===== src/rtl/l2_msg_queue.sv =====
// ============================================================================
// Module      : l2_msg_queue
// Description : FIFO for the L1 data cache's outbound L2 bus messages
//               (READ, WRITE, RFO, RETURN) with a valid/ready handshake on
//               both sides, silent (accept-and-discard) mode and a
//               synchronous flush driven by the cache reset command.
//               Optional per-type delivery counters and an occupancy
//               high-water mark are built when L2_MSG_STATS_EN is defined.
// Revision    : 1.0 - initial release
// ============================================================================
`default_nettype none

module l2_msg_queue #(
  parameter int ADDR_W = 32,
  parameter int DEPTH  = 8,
  parameter int CNT_W  = 16
) (
  input  logic                     clk,
  input  logic                     rst_n,
  input  logic                     mode_i,
  input  logic                     flush_i,
  input  logic                     in_valid_i,
  output logic                     in_ready_o,
  input  logic [1:0]               in_type_i,
  input  logic [ADDR_W-1:0]        in_addr_i,
  output logic                     out_valid_o,
  input  logic                     out_ready_i,
  output logic [1:0]               out_type_o,
  output logic [ADDR_W-1:0]        out_addr_o,
  output logic [$clog2(DEPTH):0]   count_o,
  output logic [4*CNT_W-1:0]       stat_cnt_o,
  output logic [$clog2(DEPTH):0]   stat_hwm_o
);

  localparam int PTR_W = $clog2(DEPTH);
  localparam int OCC_W = PTR_W + 1;
  localparam logic [OCC_W-1:0] C_FULL_CNT = OCC_W'(DEPTH);

  logic [PTR_W-1:0]  wr_ptr_q, wr_ptr_d;
  logic [PTR_W-1:0]  rd_ptr_q, rd_ptr_d;
  logic [OCC_W-1:0]  count_q, count_d;
  logic [1:0]        mem_type_q [DEPTH];
  logic [1:0]        mem_type_d [DEPTH];
  logic [ADDR_W-1:0] mem_addr_q [DEPTH];
  logic [ADDR_W-1:0] mem_addr_d [DEPTH];

  logic w_full;
  logic w_push;
  logic w_pop;

  // Handshake qualifiers; silent mode still raises in_ready_o but never stores.
  assign w_full      = (count_q == C_FULL_CNT);
  assign in_ready_o  = !w_full;
  assign out_valid_o = (count_q != '0);
  assign w_push      = in_valid_i & in_ready_o & mode_i;
  assign w_pop       = out_valid_o & out_ready_i;
  assign count_o     = count_q;

  // Head entry is forced to zero when the queue is empty.
  assign out_type_o = out_valid_o ? mem_type_q[rd_ptr_q] : 2'b00;
  assign out_addr_o = out_valid_o ? mem_addr_q[rd_ptr_q] : '0;

  // Next-state for pointers, occupancy and storage; flush overrides any handshake.
  // DEPTH is a power of two, so plain pointer increment wraps DEPTH-1 -> 0.
  always_comb begin
    wr_ptr_d   = wr_ptr_q;
    rd_ptr_d   = rd_ptr_q;
    count_d    = count_q;
    mem_type_d = mem_type_q;
    mem_addr_d = mem_addr_q;
    if (flush_i) begin
      wr_ptr_d = '0;
      rd_ptr_d = '0;
      count_d  = '0;
    end else begin
      if (w_push) begin
        mem_type_d[wr_ptr_q] = in_type_i;
        mem_addr_d[wr_ptr_q] = in_addr_i;
        wr_ptr_d             = wr_ptr_q + PTR_W'(1);
      end
      if (w_pop) begin
        rd_ptr_d = rd_ptr_q + PTR_W'(1);
      end
      case ({w_push, w_pop})
        2'b10:   count_d = count_q + OCC_W'(1);
        2'b01:   count_d = count_q - OCC_W'(1);
        default: count_d = count_q;
      endcase
    end
  end

  // State registers; async reset discards every stored message at once.
  always_ff @(posedge clk or negedge rst_n) begin
    if (!rst_n) begin
      wr_ptr_q <= '0;
      rd_ptr_q <= '0;
      count_q  <= '0;
      for (int i = 0; i < DEPTH; i++) begin
        mem_type_q[i] <= 2'b00;
        mem_addr_q[i] <= '0;
      end
    end else begin
      wr_ptr_q   <= wr_ptr_d;
      rd_ptr_q   <= rd_ptr_d;
      count_q    <= count_d;
      mem_type_q <= mem_type_d;
      mem_addr_q <= mem_addr_d;
    end
  end

`ifdef L2_MSG_STATS_EN
  logic [CNT_W-1:0] stat_q [4];
  logic [CNT_W-1:0] stat_d [4];
  logic [OCC_W-1:0] hwm_q, hwm_d;

  // Saturating per-type delivery counters and high-water mark of post-update occupancy.
  always_comb begin
    stat_d = stat_q;
    hwm_d  = hwm_q;
    if (flush_i) begin
      for (int i = 0; i < 4; i++) stat_d[i] = '0;
      hwm_d = '0;
    end else begin
      if (w_pop && (stat_q[out_type_o] != {CNT_W{1'b1}})) begin
        stat_d[out_type_o] = stat_q[out_type_o] + CNT_W'(1);
      end
      if (count_d > hwm_q) begin
        hwm_d = count_d;
      end
    end
  end

  // Statistics registers.
  always_ff @(posedge clk or negedge rst_n) begin
    if (!rst_n) begin
      for (int i = 0; i < 4; i++) stat_q[i] <= '0;
      hwm_q <= '0;
    end else begin
      stat_q <= stat_d;
      hwm_q  <= hwm_d;
    end
  end

  assign stat_cnt_o = {stat_q[3], stat_q[2], stat_q[1], stat_q[0]};
  assign stat_hwm_o = hwm_q;
`else
  assign stat_cnt_o = '0;
  assign stat_hwm_o = '0;
`endif

endmodule

`default_nettype wire


===== config.mk =====
export PLATFORM = sky130hd
export DESIGN_NAME = l2_msg_queue
export DESIGN_NICKNAME = d
export VERILOG_FILES = /design/src/rtl/l2_msg_queue.sv
export SDC_FILE = /design/constraint.sdc
export NUM_CORES = 1
export LEC_CHECK = 0
export CORE_MARGIN = 3
export CORE_UTILIZATION = 57
export DETAILED_ROUTE_END_ITERATION = 8
export PLACE_DENSITY = 0.84
export SETUP_SLACK_MARGIN = 0.2
export SLEW_MARGIN = 10
export SYNTH_ARGS = -nofsm -noshare
export SYNTH_HDL_FRONTEND = slang
export SYNTH_SLANG_ARGS = --single-unit

===== constraint.sdc =====
create_clock -name clk -period 3.17 [get_ports clk]
set_clock_uncertainty 0.1 [all_clocks]
set_input_delay 0.634 -clock clk [delete_from_list [all_inputs] [get_ports clk]]
set_output_delay 0.634 -clock clk [all_outputs]
set_load 0.02 [all_outputs]

==> flow_metrics.tcl, run 1 <==
set metrics [dict create \
    status "finished with violations" \
    violations "hold timing" \
    fmax_mhz 327 \
    drive_gt1_frac 0.488 \
    drt_wl_total_um 27600 \
    coreArea_um2 23000 \
    grt_first_pass_wirelength_um 45400 \
    p_leak_nw 7.41 \
    via_per_inst 5.79 \
    setup-violations-final 0 \
    r2r_slack_ns 0.59 \
    synth-edff-count 0 \
    async_flop_share 1.00 \
    path_buf_inv 4 \
    cts_tree "built" \
    cts_htree_levels 1 \
    fin_setup_tns_ns 0 \
    grt-ovfl-total 0 \
    clock_path_buffers 3 \
    cts.sinks 282 \
    num_rows 55 \
    grt_usage 0.221 \
    postRouteAntennaNets 0 \
    rsz0062_at_grt "true" \
    yosys_warnings 0 \
    cts_made_buffers 29 \
    p_per_area_nw_per_um2 782 \
    path_cells "buf_4, buf_6, buf_16, mux4_2, mux2i_2, nor2_1, buf_4" \
    drv_slew 0 \
    r2r_end "count_o[3]" \
    via_count 7588 \
    synth_ff_type "dfrtp_1" \
    cp_max_fo 6 \
    yosys_register_bits 282 \
    hold_class "primary input to asynchronous set/reset pin" \
    routabilityCongestion 0.736 \
    rr_worst_depth 9 \
    io_buffers 79 \
    clk-insertion-delay-late_ns 0.53 \
    crit_family "multiplexers" \
    crit_type "flip-flop to output port" \
    antenna_cells 0 \
    avgRoutedWirePerCell_um 21.1 \
    netlist_area_um2 13500 \
    startpoint "rd_ptr_q[0]" \
    vdd_drop_max_uv 614 \
    cpMostUsedCell "buf_4" \
    clkTransAtPathRegs_ns 0.06 \
    final_nets 1024 \
    pwr-share-clk 0.272 \
    end_kind "output port" \
    hold_viol_final 5 \
    fin_crit_sh 0.965 \
    swShare 0.313 \
    grt_pass1_vias 8165 \
    ctsHoldBuffers 0 \
    critical_path.max_stage_delay_ns 0.49 \
    die_h_um 160 \
    antenna_found_initial 0 \
    timing.hold.ws_ns -0.0186 \
    cts-root-buf "clkbuf_16" \
    fin_crit_ns 3.06 \
    drc 0 \
    grt_max_degree 86 \
    start_kind "flip-flop" \
    slew_headroom 0.537 \
    tightest_slew_ns 0.694 \
    cpMaxStageDelayCell "dfrtp_4" \
    ys_seq_area_frac 0.523 \
    synthDistinctLibCells 39 \
    initial_core_util 0.587 \
    power_mw 12.3 \
    cp.required_ns 2.44 \
    drt_first_iter_violations 401 \
    max_cap_violations 0 \
    multiInputGateArea_um2 5950 \
    intPower_mw 8.44 \
    dieArea_um2 25600 \
    r2r_start "count_o[3]" \
    combinationalPowerShare 0.361 \
    synth.avg_cell_area_um2 15.3 \
    ioPinCount 148 \
    cp.arrival_ns 2.32 \
    mostFrequentLayoutCells "dfrtp_1, mux2_2, mux4_2, conb_1, clkdlybuf4s50_1" \
    dp_hpwl_um 16700 \
    fill_cells 1507 \
    power_frac_seq 0.368 \
    synthCells 882 \
    area_growth_pct 16.4 \
    mostFrequentLayoutCell "dfrtp_1" \
    p_switching_mw 3.85 \
    seqCellArea_um2 7060 \
    die_w_um 160 \
    drt_pass1_iterations 4 \
]
## power by group through the flow
stage                     sequential (mW)  clock (mW)  combinational (mW)
after floorplan                      4.45           0                2.81
after global placement               4.55           0                4.15
after detailed placement             4.60           0                4.23
after CTS                            4.52        3.40                4.42
after global routing                 4.60        3.55                4.76
final                                4.52        3.34                4.43
## cell type report
type	count	share of cell area
clock buffers	38	0.0502
clock inverters	10	0.00884
inverters	2	0.000478
multi-input cells	539	0.379
flip-flops and latches	282	0.449
well taps	313	0.0249
repair buffers	126	0.0876
## worst max path at each step
stage / slack, ns / end / depth (start not counted)
global placement: 0.28 / out_type_o[1] / 5
finish: 0.11 / out_type_o[1] / 7
global route: 0.04 / out_addr_o[5] / 7
floorplan: 0.36 / count_o[3] / 10
CTS: 0.08 / out_addr_o[17] / 6
detailed placement: 0.25 / out_type_o[1] / 5
## registers in the layout (all words and copies together) (netlist names)
register,count
mem_addr_q,256
mem_type_q,16
count_o,4
rd_ptr_q,3
wr_ptr_q,3
## Yosys cell counts, types with 5 or more instances
| master | number | share of area |
|---|---|---|
| buf_2 | 28 | 0.010 |
| buf_4 | 70 | 0.039 |
| buf_6 | 5 | 0.0042 |
| clkbuf_1 | 19 | 0.0053 |
| dfrtp_1 | 282 | 0.52 |
| mux2_2 | 240 | 0.20 |
| mux2_4 | 30 | 0.033 |
| mux2i_1 | 36 | 0.027 |
| mux4_2 | 68 | 0.11 |
| nand2_1 | 9 | 0.0025 |
| nor2_1 | 43 | 0.012 |
| xor2_1 | 5 | 0.0032 |
## metal layers
metal / share of wire / GRT usage / vias up
li1: - / - / 3305
met1: 0.43 / 0.301 / 4049
met2: 0.51 / 0.381 / 197
met3: 0.043 / 0.0314 / 37
met4: 0.017 / 0.0493 / 0
met5: 0 / 0 / -
## per-stage QoR
step                hold WS [ns]  setup WS [ns]   util  instance area, um^2  cells
floorplan                  0.238          0.355      -                13800    949
global placement           0.364          0.279  0.634                14600   1248
detailed placement         0.375          0.251  0.634                14600   1248
CTS                       0.0207         0.0790  0.682                15700   1307
global route              0.0340         0.0406  0.684                15700   1310
finish                   -0.0186          0.112  0.684                15700   1310
## kinds of logic after synthesis
group,Yosys count,synth area share
fa+ha+maj,4,0.00371
compound gates,13,0.00714
mux,376,0.375
flops,282,0.523
buf+inv,128,0.0604
xor+xnor,8,0.00519
other cells,1,0.000278
simple gates,70,0.0251
## repair_timing
action | in CTS | in global routing
buffers inserted | 6 | 3
endpoints found under the setup margin | 34 | 34
pin swaps | 1 | 7
cloned | 5 | 0
resized for setup | 150 | 12
Note: power is estimated with default switching activity, not from simulation.
==> run 2: changes to the inputs <==
--- a/config.mk
+++ b/config.mk
@@ -6,9 +6,9 @@
 export NUM_CORES = 1
 export LEC_CHECK = 0
 export CORE_MARGIN = 3
-export CORE_UTILIZATION = 57
+export CORE_UTILIZATION = 34
 export DETAILED_ROUTE_END_ITERATION = 8
-export PLACE_DENSITY = 0.84
+export PLACE_DENSITY = 0.56
 export SETUP_SLACK_MARGIN = 0.2
 export SLEW_MARGIN = 10
 export SYNTH_ARGS = -nofsm -noshare
==> run 2 against run 1 <==
Register-to-register slack improved by 0.07 ns; the run now ends clean; critical path depth fell by 2; fmax rose by 2.1%; combinational power barely moved; flip-flop and latch count did not move; utilization fell by 27 points; first-iteration DRC count fell by 33%; clock power rose by 15%; clock-buffer cell count rose by 13; wire length rose by 12%.
==> flow_metrics.tcl, run 2 (synthesis gave the netlist of run 1 again) <==
set metrics [dict create \
    status "finished clean" \
    ioPinCount 148 \
    antenna_cells 0 \
    mostFrequentLayoutCells "dfrtp_1, mux2_2, mux4_2, conb_1, clkdlybuf4s50_1" \
    post-route-util 0.417 \
    final_nets 1038 \
    antenna_found_initial 0 \
    drt_wl_total_um 31100 \
    cp_max_fo 12 \
    area_growth_pct 20.2 \
    multiInputGateArea_um2 5920 \
    cts.sinks 282 \
    drc 0 \
    seqCellArea_um2 7070 \
    rsz0062_at_grt "true" \
    slew_headroom 0.593 \
    fin_crit_sh 0.945 \
    clock_path_buffers 3 \
    regMostFlops "mem_addr_q" \
    intPower_mw 8.74 \
    grt_first_pass_wirelength_um 49300 \
    clk-insertion-delay-late_ns 0.50 \
    via_per_inst 4.89 \
    final_cell_count_no_fill 1536 \
    drt_first_iter_violations 269 \
    cpMaxStageDelayCell "mux4_2" \
    fill_cells 3624 \
    routabilityCongestion 0.708 \
    placed_cells 1460 \
    die_w_um 205 \
    dieArea_um2 42100 \
    avgRoutedWirePerCell_um 20.2 \
    tightest_slew_ns 0.611 \
    clkTransAtPathRegs_ns 0.06 \
    drv_slew 0 \
    dp_hpwl_um 18300 \
    swShare 0.316 \
    cp.required_ns 2.44 \
    grt-ovfl-total 0 \
    critical_path.max_stage_delay_ns 0.52 \
    fin_setup_tns_ns 0 \
    p_per_area_nw_per_um2 788 \
    coreArea_um2 38900 \
    cts-root-buf "clkbuf_16" \
    max_cap_violations 0 \
    combinationalPowerShare 0.346 \
    p_switching_mw 4.04 \
    p_leak_nw 7.55 \
    crit_type "flip-flop to output port" \
    grt_pass1_vias 8089 \
    start_kind "flip-flop" \
    mostFrequentLayoutCell "dfrtp_1" \
    postRouteAntennaNets 0 \
    vdd_drop_max_uv 413 \
    power_frac_seq 0.354 \
    initial_core_util 0.347 \
    grt_max_degree 73 \
    drive_gt1_frac 0.488 \
    via_count 7515 \
    hold_class "primary input to asynchronous set/reset pin" \
    path_cells "buf_12, mux4_2, mux2i_2, nor2_1, dlygate4sd2_1" \
    setup-violations-final 0 \
    io_buffers 79 \
    end_kind "output port" \
    cp.arrival_ns 2.26 \
    fmax_mhz 334 \
    cts_made_buffers 34 \
    cts_tree "built" \
    cts_htree_levels 2 \
    pwr-share-clk 0.299 \
    grt_usage 0.151 \
    num_rows 72 \
    hold_viol_final 0 \
    die_h_um 205 \
    largest_reg_flops 256 \
    fin_crit_ns 3.00 \
    drt_pass1_iterations 4 \
    power_mw 12.8 \
]
run 2: cell count changes in the layout (fill, tap and decap cells not counted), moves of 2 or more:
| cell | before | now |
|---|---|---|
| clkinv_4 | 3 | 0 |
| mux2i_1 | 27 | 33 |
| clkbuf_16 | 29 | 37 |
| clkinv_2 | 3 | 5 |
| mux2i_2 | 8 | 3 |
| buf_12 | 15 | 23 |
| buf_16 | 7 | 2 |
| inv_6 | 0 | 3 |
| dlygate4sd2_1 | 0 | 5 |
| bufinv_16 | 3 | 1 |
| buf_2 | 19 | 23 |
| buf_4 | 32 | 30 |
| clkbuf_8 | 3 | 10 |
run 2: per-stage QoR:
step                setup slack [ns]  cell area [um^2]  hold slack, ns
detailed placement             0.241             15000           0.377
CTS                            0.110             16100          0.0265
global placement               0.267             15000           0.371
floorplan                      0.355             13800           0.238
finish                         0.174             16200         0.00865
global route                  0.0637             16200          0.0513
run 2: critical path, delay by kind of cell (launching register included):
kind	cells	cell delay, ns
buffers and inverters	2	0.50
muxes	2	0.72
and+or+nand+nor	1	0.06
DFF	1	0.47
run 2: layout make-up:
type | instances | area share
Clock buffer | 51 | 0.0639
Clock inverter | 9 | 0.00501
Inverter | 2 | 0.000463
Multi-Input combinational cell | 539 | 0.365
Sequential cell | 282 | 0.436
Tap cell | 518 | 0.0400
Timing Repair Buffer | 135 | 0.0901
run 2: final timing paths:
kind / to / slack [ns] / start / depth (start not counted)
max in group asynchronous: mem_addr_q[237] / 2.14 / rst_n / 2
worst max-delay path: out_addr_o[21] / 0.17 / rd_ptr_q[0] / 5
worst min-delay path: count_o[3] / 0.009 / rst_n / 1
worst max register to register: count_o[3] / 0.66 / count_o[2] / 9
min in group clk: mem_addr_q[115] / 0.39 / mem_addr_q[115] / 1
worst min register to register: mem_addr_q[115] / 0.39 / mem_addr_q[115] / 1
run 2: power groups by stage:
stage | registers, mW | logic (mW) | clock network [mW]
CTS | 4.53 | 4.44 | 3.96
global placement | 4.59 | 4.44 | 0
global route | 4.61 | 4.81 | 4.11
floorplan | 4.45 | 2.81 | 0
finish | 4.53 | 4.43 | 3.83
detailed placement | 4.60 | 4.46 | 0
run 2: repair_timing:
action	in CTS	in global routing
hold buffers	0	0
cloned	2	2
pin swaps	0	2
setup endpoints to repair	34	33
buffers inserted	8	4
hold endpoints to repair	0	0
resized for setup	120	5
run 2: routing by layer:
metal  vias to the layer above  track usage  wire length [um]
li1                       3325            -                 -
met1                      4012        0.210             14400
met2                       146        0.249             15000
met3                        32       0.0263              1210
met4                         0       0.0354               470
met5                         -            0                 0
==> run 3: changes to the inputs <==
--- a/config.mk
+++ b/config.mk
@@ -5,6 +5,7 @@
 export SDC_FILE = /design/constraint.sdc
 export NUM_CORES = 1
 export LEC_CHECK = 0
+export CAP_MARGIN = 10
 export CORE_MARGIN = 3
 export CORE_UTILIZATION = 34
 export DETAILED_ROUTE_END_ITERATION = 8
==> results of run 3 <==
Final layout, timing and power as in run 2 (identical DEF).
